`config.mk`:
```
export PLATFORM = sky130hd
export DESIGN_NAME = regfile_8x16
export DESIGN_NICKNAME = d
export VERILOG_FILES = /design/src/rtl/proc_pkg.sv /design/src/rtl/regfile_8x16.sv
export SDC_FILE = /design/constraint.sdc
export NUM_CORES = 1
export LEC_CHECK = 0
export BUFFER_PORTS_ARGS = -buffer_cell sky130_fd_sc_hd__buf_4
export CORE_MARGIN = 3
export CORE_UTILIZATION = 35
export CTS_CLUSTER_SIZE = 16
export DETAILED_ROUTE_END_ITERATION = 10
export GPL_TIMING_DRIVEN = 0
export PLACE_DENSITY_LB_ADDON = 0.15
export SYNTH_ARGS = -nofsm -noshare
export SYNTH_HDL_FRONTEND = slang
export SYNTH_SLANG_ARGS = --single-unit
export TNS_END_PERCENT = 5
```
`constraint.sdc`:
```
create_clock -name clk -period 1.49 [get_ports clk]
set_clock_uncertainty 0.2 [all_clocks]
set_input_delay 0.0745 -clock clk [delete_from_list [all_inputs] [get_ports clk]]
set_output_delay 0.0745 -clock clk [all_outputs]
set_load 0.02 [all_outputs]
```
`src/rtl/proc_pkg.sv`:
```
// Shared definitions for the 16-bit teaching processor: datapath widths,
// register-file geometry, opcode encodings and common word/address types.
package proc_pkg;

    localparam int DATA_WIDTH     = 16;
    localparam int REG_ADDR_WIDTH = 3;
    localparam int NUM_REGS       = 8;

    localparam logic [3:0] OP_ADDI = 4'b0001;
    localparam logic [3:0] OP_ADD  = 4'b0010;
    localparam logic [3:0] OP_OUT  = 4'b1111;

    typedef logic [DATA_WIDTH-1:0]     word_t;
    typedef logic [REG_ADDR_WIDTH-1:0] reg_addr_t;

endpackage : proc_pkg

```
`src/rtl/regfile_8x16.sv`:
```
// Register file: 2**ADDR_WIDTH entries of DATA_WIDTH bits, two combinational
// read ports and one synchronous write port. Port A's address doubles as the
// write destination, matching the reg_a field used as source and destination.
// Reads never bypass an in-flight write: new data is visible after the edge.
module regfile_8x16
    import proc_pkg::*;
#(
    parameter int DATA_WIDTH = 16,
    parameter int ADDR_WIDTH = 3
) (
    input  logic                  clk,
    input  logic                  rst_n,
    input  logic [ADDR_WIDTH-1:0] address_a,
    input  logic [ADDR_WIDTH-1:0] address_b,
    input  logic                  write_enable,
    input  logic [DATA_WIDTH-1:0] write_data,
    output logic [DATA_WIDTH-1:0] data_a,
    output logic [DATA_WIDTH-1:0] data_b
);

    localparam int DEPTH = 1 << ADDR_WIDTH;

    // Storage; r0 is an ordinary register, not a hardwired zero.
    logic [DATA_WIDTH-1:0] entries_q [DEPTH];
    logic [DATA_WIDTH-1:0] entries_d [DEPTH];

    // Write decode: only the entry addressed by port A takes write_data.
    always_comb begin
        for (int i = 0; i < DEPTH; i++) begin
            entries_d[i] = entries_q[i];
            if (write_enable && (address_a == ADDR_WIDTH'(i))) begin
                entries_d[i] = write_data;
            end
        end
    end

    // State update; reset clears all entries at once and overrides any write.
    always_ff @(posedge clk or negedge rst_n) begin
        if (!rst_n) begin
            for (int i = 0; i < DEPTH; i++) begin
                entries_q[i] <= '0;
            end
        end else begin
            for (int i = 0; i < DEPTH; i++) begin
                entries_q[i] <= entries_d[i];
            end
        end
    end

    // Read multiplexers, zero-cycle latency from an address change.
    assign data_a = entries_q[address_a];
    assign data_b = entries_q[address_b];

endmodule : regfile_8x16

```
### After elaboration in Yosys (flattened, before gate mapping)

Cells that the tools add are included.

| storage, ports and cells | value |
|---|---|
| flip-flop bits (word level) | 128 |
| input port bits | 25 |
| output and inout port bits | 32 |
| logic and storage cells | 34 |

| operators by class | value |
|---|---|
| magnitude comparators | 2 |
| equality and inequality tests | 7 |
| muxes and demuxes | 6 |
| bitwise gates (word level) | 2 |
| reduce and logical (&&, ||, !) cells | 9 |

Operators by type and width:

| kind | number |
|---|---|
| $bmux W16 S3 | 2 |
| $mux W16 | 4 |
| $eq A3 B3 Y1 const B | 4 |
| $ge A4 B4 Y1 const B | 2 |
| $logic_and A1 B1 Y1 | 8 |
| $not A3 Y4 | 2 |
| $eq A3 B2 Y1 const B | 2 |
| $eq A3 B1 Y1 const B | 1 |
| $logic_not A3 Y1 | 1 |

### Logic depth before layout (Yosys ltp)

Gate-level depths: netlist of the first run.

| logic depth | value |
|---|---|
| depth after elaboration | 4 |
| depth in mapped cells | 6 |
| gate-level depth less buffers | 3 |

### Least setup slack after synthesis of the first run

Ideal clock, no wire load.

| path | value |
|---|---|
| kind | input-to-output |
| start | input port address_b[0] |
| end | output port data_b[10] |
| arrival time | 1.353 ns |
| required time | 1.216 ns |
| slack | -0.137 ns |
| stages | 4 |
| path buffers | 2 |
| cells stage by stage | buf_2 -> buf_2 -> mux4_2 -> mux2_2 |

| on the way | value |
|---|---|
| word-level cells in the longest chain between the ends | 4 |

Ends and longest elaborated chain:

| what | RTL line | RTL |
|---|---|---|
| start: declaration | regfile_8x16.sv:14 | `input logic [ADDR_WIDTH-1:0] address_b,` |
| $not A3 Y4 (not written as such) | regfile_8x16.sv:52 | `assign data_b = entries_q[address_b];` |
| $bmux W16 S3 | regfile_8x16.sv:52 |  |
| $mux W16 (not written as such) (2 in a row) | regfile_8x16.sv:52 |  |
| end: declaration | regfile_8x16.sv:18 | `output logic [DATA_WIDTH-1:0] data_b` |

No other way between the ends. The select of a mux whose other input is x is not followed.

### Worst setup path after layout of the first run

| path | value |
|---|---|
| start | register entries_q[4] in the netlist's numbering |
| end | output port data_a[4] |

| on the way | value |
|---|---|
| word-level cells in the longest chain between the ends | 3 |

Ends and longest elaborated chain:

| what | RTL line | RTL |
|---|---|---|
| start: declaration | regfile_8x16.sv:24 | `logic [DATA_WIDTH-1:0] entries_q [DEPTH];` |
| start signal: indexed assignment | regfile_8x16.sv:45 | `entries_q[i] <= entries_d[i];` |
| $bmux W16 S3 | regfile_8x16.sv:51 | `assign data_a = entries_q[address_a];` |
| $mux W16 (not written as such) (2 in a row) | regfile_8x16.sv:51 |  |
| end: declaration | regfile_8x16.sv:17 | `output logic [DATA_WIDTH-1:0] data_a,` |

No other way between the ends. The select of a mux whose other input is x is not followed.

==> impl_results.html, run 1 <==
<table>
<tr><th>Metric</th><th>Value</th></tr>
<tr><th colspan="2">Setup path</th></tr>
<tr><td>Crit Reg-Reg Endpoint</td><td>entries_q[62]$_DFFE_PN0P_</td></tr>
<tr><td>Data arrival time of the worst path</td><td>1.73 ns</td></tr>
<tr><td>Cells on worst reg2reg path</td><td>2</td></tr>
<tr><td>Capturing element type of the critical path</td><td>output pin</td></tr>
<tr><td>Critical path type</td><td>reg2out</td></tr>
<tr><td>CP Max Fanout</td><td>3</td></tr>
<tr><td>Crit path cell chain</td><td>mux4_2 -&gt; mux2_4 -&gt; buf_6</td></tr>
<tr><td>CP max-delay cell</td><td>mux4_2</td></tr>
<tr><td>Critical path data required time</td><td>roughly 1.2 ns</td></tr>
<tr><td>Slack of the worst reg-to-reg path</td><td>a little under 0.4 ns</td></tr>
<tr><td>Origin of the worst setup path</td><td>entries_q[4]$_DFFE_PN0P_</td></tr>
<tr><td>Reg-to-reg startpoint</td><td>entries_q[62]$_DFFE_PN0P_</td></tr>
<tr><td>Capture point of the critical path</td><td>data_a[4]</td></tr>
<tr><td>Worst stage delay on the critical path</td><td>0.48 ns</td></tr>
<tr><td>Kind of start point of the critical path</td><td>register</td></tr>
<tr><th colspan="2">Die</th></tr>
<tr><td>Count of boundary I/O pins</td><td>57</td></tr>
<tr><td>Chip Height</td><td>146 um</td></tr>
<tr><td>Die outline width</td><td>146 um</td></tr>
<tr><td>Area of the die</td><td>21300 sq um</td></tr>
<tr><td>Area of the core region</td><td>19000 sq um</td></tr>
<tr><td>Initial standard-cell utilization of the core</td><td>a little over a third</td></tr>
<tr><td>Site row count</td><td>50</td></tr>
<tr><th colspan="2">STA</th></tr>
<tr><td>Unrepaired setup endpoints after global routing</td><td>yes</td></tr>
<tr><td>Hold violation total from the final report</td><td>48</td></tr>
<tr><td>Slew at the pin closest to its max-slew limit</td><td>0.725 ns</td></tr>
<tr><td>Period Utilization, post-route</td><td>135%</td></tr>
<tr><td>Worst slew margin relative to its limit</td><td>between 50% and 60%</td></tr>
<tr><td>Number of max-slew violations in the final report</td><td>0</td></tr>
<tr><td>Final Critical Period</td><td>2.00 ns</td></tr>
<tr><td>Worst hold-check slack</td><td>-0.0501 ns</td></tr>
<tr><td>Final setup viols</td><td>32</td></tr>
<tr><td>Peak Freq</td><td>499 MHz</td></tr>
<tr><td>Smallest setup slack after layout</td><td>-0.515 ns</td></tr>
<tr><th colspan="2">Finish</th></tr>
<tr><td>Fraction of final layout cells with drive strength greater than 1</td><td>68.8%</td></tr>
<tr><td>Largest register FFs</td><td>128</td></tr>
<tr><td>Largest registers in the final layout</td><td>entries_q (128)</td></tr>
<tr><td>Growth of design area from synthesis to finish</td><td>26.4%</td></tr>
<tr><td>Antenna diode count</td><td>0</td></tr>
<tr><td>Non-Filler Instances</td><td>776</td></tr>
<tr><td># nets final</td><td>530</td></tr>
<tr><td>Register bank with the most flops</td><td>entries_q</td></tr>
<tr><th colspan="2">Clocking</th></tr>
<tr><td>Clock input transition at the sequential cells of the worst setup and hold paths</td><td>0.05 ns</td></tr>
<tr><td>Total clock buffers created by CTS</td><td>17</td></tr>
<tr><td>Largest buffer count on any clock path</td><td>2</td></tr>
<tr><td>Root buf cell</td><td>clkbuf_16</td></tr>
<tr><td>Number of H-tree levels</td><td>4</td></tr>
<tr><td>Clock network latency to the later pin of the worst-skew pair</td><td>0.42 ns</td></tr>
<tr><td>TritonCTS Sinks</td><td>128</td></tr>
<tr><td>Clock tree from TritonCTS</td><td>yes</td></tr>
<tr><td>Hold_buf cts</td><td>17</td></tr>
<tr><th colspan="2">Drt</th></tr>
<tr><td>Remaining DRCs</td><td>0</td></tr>
<tr><td>Number of vias per cell after detailed routing</td><td>between 5 and 6</td></tr>
<tr><td>Detail-routed net length per standard cell</td><td>24.0 um</td></tr>
<tr><td>Remaining antenna violation count after routing</td><td>0</td></tr>
<tr><td>First-pass iteration count of the detailed router</td><td>4</td></tr>
<tr><td>DR iter-0 viols</td><td>213</td></tr>
<tr><td>Final wirelength</td><td>18600 um</td></tr>
<tr><td>Total via count after detailed routing</td><td>4125</td></tr>
<tr><th colspan="2">Synthesis</th></tr>
<tr><td>Synthesized net count</td><td>433</td></tr>
<tr><td>Count of mapped cells out of synthesis</td><td>408</td></tr>
<tr><td>Synthesized cell area</td><td>between 6000 and 7000 sq um</td></tr>
<tr><td>Flip-flop and latch count after synthesis</td><td>128</td></tr>
<tr><td>Cell accounting for the most synthesized area</td><td>dfrtp_1</td></tr>
<tr><td>Most instantiated library cell after synthesis</td><td>mux2_2</td></tr>
<tr><td>Top post-synthesis cells by count</td><td>148 x mux2_2, 128 x dfrtp_1, 59 x mux4_2</td></tr>
<tr><td>Number of distinct library cell variants in the gate-level netlist after synthesis</td><td>24</td></tr>
<tr><td>Main area contributors after synthesis</td><td>dfrtp_1 47%, mux2_2 24%, mux4_2 19%</td></tr>
<tr><td>Share of the synthesized area in the top cell type</td><td>46.7%</td></tr>
<tr><td>Primary flip-flop cell chosen by synthesis mapping</td><td>dfrtp_1</td></tr>
<tr><td>Number of warnings issued by yosys</td><td>0</td></tr>
<tr><td>Fraction of synthesis flops using an asynchronous set or reset pin</td><td>100%</td></tr>
<tr><td>Post-synth EDFFs</td><td>0</td></tr>
<tr><td>Syn_area_per_cell</td><td>~17 sq um</td></tr>
<tr><td>Share of synthesized area occupied by flip-flops and latches</td><td>46.7%</td></tr>
<tr><th colspan="2">Global routing</th></tr>
<tr><td>Met2 Usage GRT</td><td>29.4%</td></tr>
<tr><td>Grt total ovfl</td><td>0</td></tr>
<tr><td>Initial antenna violation count</td><td>0</td></tr>
<tr><td>Overall routing resource usage</td><td>18.1%</td></tr>
<tr><td>Pin count of the biggest net entering global routing</td><td>84</td></tr>
<tr><td>Wire length of the first global-routing pass</td><td>28600 um</td></tr>
<tr><td>Met3 global-route usage</td><td>under 10%</td></tr>
<tr><td>Met1 demand-to-capacity share in global routing</td><td>23.9%</td></tr>
<tr><td>Vias in the first global route</td><td>4576</td></tr>
<tr><td>Layer with the highest usage</td><td>met2</td></tr>
<tr><th colspan="2">Placement</th></tr>
<tr><td>Total placed cells including tap cells</td><td>between 700 and 800</td></tr>
<tr><td>Port Buf Inserts</td><td>52</td></tr>
<tr><td>Final Wtd Congestion</td><td>0.794</td></tr>
<tr><td>Estimated wirelength of the detail-placed design</td><td>11600 um</td></tr>
<tr><th colspan="2">Pwr</th></tr>
<tr><td>Cell Pwr Density</td><td>1440 nW/um^2</td></tr>
<tr><td>Static leakage power</td><td>roughly 3.7 nW</td></tr>
<tr><td>Maximum vdd ir drop</td><td>0.764 mV</td></tr>
<tr><th colspan="2">Worst hold path</th></tr>
<tr><td>Worst min path class</td><td>in2async</td></tr>
<tr><th colspan="2">Status</th></tr>
<tr><td>Run status</td><td>complete, but fails checks</td></tr>
<tr><td>Violated checks</td><td>hold timing, setup timing</td></tr>
<tr><th colspan="2">Job</th></tr>
<tr><td>Number of maximum-capacitance constraint violations</td><td>0</td></tr>
</table>
-- what timing repair did --
item,4_1_cts,5_1_grt
gates resized for setup,50,21
cloned,0,0
buffers inserted,7,1
pin swaps,1,2
endpoints found under the setup margin,38,58
hold endpoints to repair,256,12
-- cell usage in the layout (no fill, tap or decap), types with 2 or more instances in the layout --
cell	netlist	routed
buf_8	0	4
clkbuf_1	4	3
nand2b_4	2	2
mux2_4	10	28
dlygate4sd3_1	0	17
nand3_2	2	2
nand2_2	0	6
buf_4	6	37
clkbuf_8	0	8
mux4_2	59	62
clkbuf_2	0	2
dfrtp_1	128	128
mux2_2	148	130
nand2_1	10	4
clkinv_2	0	2
o21ai_2	0	2
clkbuf_16	0	17
nor2_4	4	4
buf_2	6	4
or2_1	3	3
buf_6	9	37
-- power by group --
group	internal (mW)	switching, mW	total (mW)
combinational	2.19	1.29	3.49
clock	2.63	1.53	4.16
sequential	4.25	0.567	4.82
total	9.07	3.40	12.5
-- how the worst min path moves through the flow --
stage / slack [ns] / cells after the start / endpoint
2_1_floorplan: -0.42 / 0 / entries_q[0]$_DFFE_PN0P_
3_3_place_gp: 0.16 / 2 / entries_q[24]$_DFFE_PN0P_
3_5_place_dp: -0.15 / 1 / entries_q[125]$_DFFE_PN0P_
4_1_cts: -0.03 / 2 / entries_q[109]$_DFFE_PN0P_
5_1_grt: -0.008 / 2 / entries_q[109]$_DFFE_PN0P_
6_report: -0.05 / 2 / entries_q[109]$_DFFE_PN0P_
-- kinds of logic (layout without fill, tap and decap cells) --
family	after synthesis	count (layout)	synth area share (%)
mux	221	221	47.1
simple gates	24	24	2.48
buf+inv	31	139	3.35
compound gates	4	4	0.383
flops	128	128	46.7
-- worst max-delay path: cells and delay by family, from the launching register on --
family,cells,cell delay [ns]
mux,2,0.78
flops,1,0.39
buf+inv,1,0.14
-- stage by stage --
stage                     power (mW)  util [%]  area (sq um)  setup TNS, ns  setup WS, ns
final                           12.5      45.8          8680         -15.19        -0.515
after global routing            13.1      45.8          8680         -16.68        -0.557
after CTS                       12.5      45.4          8610         -15.70        -0.520
after detailed placement        7.96      40.3          7640         -50.09        -0.756
after global placement          7.87      40.1          7610         -89.98        -0.746
after floorplan                 6.89         -          6890         -0.480       -0.0141
-- layer usage --
layer  wire length [um]  vias to the layer above
met5                  0                        -
met4                212                        0
met3               1080                       14
met2               9140                      111
met1               8200                     2214
li1                   -                     1786
-- cell type report --
type / count / area, sq um
Clock inverter: 4 / 47.5
Inverter: 1 / 3.75
Timing Repair Buffer: 78 / 753
Multi-Input combinational cell: 249 / 3520
Buffer: 30 / 285
Tap cell: 260 / 325
Sequential cell: 128 / 3200
Clock buffer: 26 / 539
Fill cell: 1669 / 10300
No activity file was read; power rests on OpenSTA's default activity.
==> run 2, diff against run 1 <==
--- a/config.mk
+++ b/config.mk
@@ -15,4 +15,4 @@
 export SYNTH_ARGS = -nofsm -noshare
 export SYNTH_HDL_FRONTEND = slang
 export SYNTH_SLANG_ARGS = --single-unit
-export TNS_END_PERCENT = 5
+export TNS_END_PERCENT = 1
==> impl_results.html, run 2 (synthesis gave the netlist of run 1 again) <==
<table>
<tr><th>Metric</th><th>Value</th></tr>
<tr><th colspan="2">Pwr</th></tr>
<tr><td>Static leakage power</td><td>3.64 nW</td></tr>
<tr><td>Maximum vdd ir drop</td><td>around 0.7 mV</td></tr>
<tr><td>Cell Pwr Density</td><td>1430 nW/um^2</td></tr>
<tr><th colspan="2">Finish</th></tr>
<tr><td>Most common library cell in the layout ignoring fill and taps</td><td>mux2_2</td></tr>
<tr><td>Fraction of final layout cells with drive strength greater than 1</td><td>67.2%</td></tr>
<tr><td>Largest register FFs</td><td>128</td></tr>
<tr><td>Register bank with the most flops</td><td>entries_q</td></tr>
<tr><td>Sequential standard cell area</td><td>3200 sq um</td></tr>
<tr><td>Number of fillers in the final layout</td><td>1681</td></tr>
<tr><td>Antenna diode count</td><td>0</td></tr>
<tr><td>Growth of design area from synthesis to finish</td><td>25.9%</td></tr>
<tr><td>Commonest cells after routing, fill and taps aside</td><td>130 x mux2_2, 128 x dfrtp_1, 62 x mux4_2, 43 x buf_6, 31 x buf_4</td></tr>
<tr><td>Largest registers in the final layout</td><td>entries_q (128)</td></tr>
<tr><td>Total area of multi-input combinational cells</td><td>between 3000 and 4000 sq um</td></tr>
<tr><td># nets final</td><td>529</td></tr>
<tr><th colspan="2">STA</th></tr>
<tr><td>Final total negative setup slack</td><td>-14.97 ns</td></tr>
<tr><td>Period Utilization, post-route</td><td>135%</td></tr>
<tr><td>Peak Freq</td><td>496 MHz</td></tr>
<tr><td>Worst hold-check slack</td><td>-0.0706 ns</td></tr>
<tr><td>Slew at the pin closest to its max-slew limit</td><td>approximately 0.75 ns</td></tr>
<tr><td>Final setup viols</td><td>32</td></tr>
<tr><td>Number of max-slew violations in the final report</td><td>0</td></tr>
<tr><td>Unrepaired setup endpoints after global routing</td><td>yes</td></tr>
<tr><td>Worst slew margin relative to its limit</td><td>49.8%</td></tr>
<tr><td>Smallest setup slack after layout</td><td>-0.526 ns</td></tr>
<tr><td>Hold violation total from the final report</td><td>37</td></tr>
<tr><td>Final Critical Period</td><td>2.02 ns</td></tr>
<tr><th colspan="2">Drt</th></tr>
<tr><td>Remaining DRCs</td><td>0</td></tr>
<tr><td>Remaining antenna violation count after routing</td><td>0</td></tr>
<tr><td>Number of vias per cell after detailed routing</td><td>around 5.3</td></tr>
<tr><td>DR iter-0 viols</td><td>205</td></tr>
<tr><td>First-pass iteration count of the detailed router</td><td>4</td></tr>
<tr><td>Detail-routed net length per standard cell</td><td>23.8 um</td></tr>
<tr><td>Total via count after detailed routing</td><td>4136</td></tr>
<tr><td>Final wirelength</td><td>18500 um</td></tr>
<tr><th colspan="2">Setup path</th></tr>
<tr><td>Cells on worst reg2reg path</td><td>2</td></tr>
<tr><td>Crit Reg-Reg Endpoint</td><td>entries_q[49]$_DFFE_PN0P_</td></tr>
<tr><td>CP Max Fanout</td><td>10</td></tr>
<tr><td>Critical path data required time</td><td>1.22 ns</td></tr>
<tr><td>Reg-to-reg startpoint</td><td>entries_q[49]$_DFFE_PN0P_</td></tr>
<tr><td>Critical path type</td><td>in2out</td></tr>
<tr><td>Kind of start point of the critical path</td><td>primary input</td></tr>
<tr><td>Capturing element type of the critical path</td><td>output pin</td></tr>
<tr><td>Data arrival time of the worst path</td><td>approximately 1.7 ns</td></tr>
<tr><td>Slack of the worst reg-to-reg path</td><td>0.39 ns</td></tr>
<tr><th colspan="2">Clocking</th></tr>
<tr><td>TritonCTS Sinks</td><td>128</td></tr>
<tr><td>Clock tree from TritonCTS</td><td>yes</td></tr>
<tr><td>Clock network latency to the later pin of the worst-skew pair</td><td>just over 0.4 ns</td></tr>
<tr><td>Root buf cell</td><td>clkbuf_16</td></tr>
<tr><td>Number of H-tree levels</td><td>4</td></tr>
<tr><td>Largest buffer count on any clock path</td><td>2</td></tr>
<tr><td>Total clock buffers created by CTS</td><td>17</td></tr>
<tr><td>Hold_buf cts</td><td>18</td></tr>
<tr><td>Clock input transition at the sequential cells of the worst setup and hold paths</td><td>0.06 ns</td></tr>
<tr><th colspan="2">Global routing</th></tr>
<tr><td>Overall routing resource usage</td><td>a little under a fifth</td></tr>
<tr><td>Wire length of the first global-routing pass</td><td>about 29000 um</td></tr>
<tr><td>Initial antenna violation count</td><td>0</td></tr>
<tr><td>Vias in the first global route</td><td>4546</td></tr>
<tr><td>Grt total ovfl</td><td>0</td></tr>
<tr><td>Pin count of the biggest net entering global routing</td><td>92</td></tr>
<tr><th colspan="2">Die</th></tr>
<tr><td>Area of the core region</td><td>19000 sq um</td></tr>
<tr><td>Initial standard-cell utilization of the core</td><td>36.2%</td></tr>
<tr><td>Site row count</td><td>50</td></tr>
<tr><td>Chip Height</td><td>146 um</td></tr>
<tr><td>Area of the die</td><td>21300 sq um</td></tr>
<tr><td>Die outline width</td><td>146 um</td></tr>
<tr><td>Count of boundary I/O pins</td><td>57</td></tr>
<tr><th colspan="2">Placement</th></tr>
<tr><td>Port Buf Inserts</td><td>52</td></tr>
<tr><td>Estimated wirelength of the detail-placed design</td><td>11500 um</td></tr>
<tr><td>Final Wtd Congestion</td><td>around 0.75</td></tr>
<tr><th colspan="2">Status</th></tr>
<tr><td>Violated checks</td><td>hold timing, setup timing</td></tr>
<tr><td>Run status</td><td>complete, but fails checks</td></tr>
<tr><th colspan="2">Worst hold path</th></tr>
<tr><td>Worst min path class</td><td>in2async</td></tr>
<tr><th colspan="2">Job</th></tr>
<tr><td>Number of maximum-capacitance constraint violations</td><td>0</td></tr>
</table>
run 2: cell type report:
type	instances	area share, %
Clock inverter	6	0.955
Sequential cell	128	37.1
Inverter	1	0.0434
Timing Repair Buffer	77	8.79
Clock buffer	24	5.57
Tap cell	260	3.76
Multi-Input combinational cell	249	40.7
Buffer	30	3.11
run 2: power by group:
| group | total (mW) | switching, mW | internal, mW |
|---|---|---|---|
| registers | 4.82 | 0.562 | 4.25 |
| clock network | 4.05 | 1.48 | 2.57 |
| logic | 3.47 | 1.29 | 2.18 |
run 2: what timing repair did:
action	CTS	global route
pin swaps	2	2
setup buffers	4	2
gates resized for setup	51	17
endpoints found under the hold margin	256	40
setup endpoints to repair	43	40
run 2: worst max path at each step:
stage | end | slack (ns) | cells after the start | start
detailed placement | data_b[4] | -0.79 | 4 | address_b[1]
global route | data_a[1] | -0.57 | 3 | entries_q[49]$_DFFE_PN0P_
global placement | data_b[4] | -0.77 | 4 | address_b[1]
finish | data_b[4] | -0.53 | 5 | address_b[2]
CTS | data_b[4] | -0.52 | 3 | entries_q[36]$_DFFE_PN0P_
floorplan | data_b[0] | -0.02 | 4 | address_b[0]
run 2: metal layers:
| metal | GRT usage, % | up-vias | wire (um) |
|---|---|---|---|
| met1 | 24.0 | 2256 | 8340 |
| met2 | 30.3 | 81 | 9190 |
| met3 | 4.13 | 10 | 765 |
| li1 | - | 1789 | - |
| met5 | 0 | - | 0 |
| met4 | 4.19 | 0 | 167 |
run 2: stage by stage:
| step | total power [mW] | utilization (%) | instances | area, sq um | worst slack [ns] |
|---|---|---|---|---|---|
| after floorplan | 6.88 | - | 408 | 6880 | -0.0220 |
| final | 12.3 | 45.6 | 775 | 8640 | -0.526 |
| after global placement | 7.87 | 40.1 | 720 | 7600 | -0.767 |
| after global routing | 12.9 | 45.6 | 775 | 8640 | -0.565 |
| after CTS | 12.3 | 45.2 | 773 | 8570 | -0.524 |
| after detailed placement | 7.95 | 40.2 | 721 | 7630 | -0.789 |
run 2: critical path, stage by stage:
cell and delay (ns):
buf_4 0.12, clkdlybuf4s15_1 0.69, mux4_2 0.42, mux2_4 0.30
buf_6 0.14
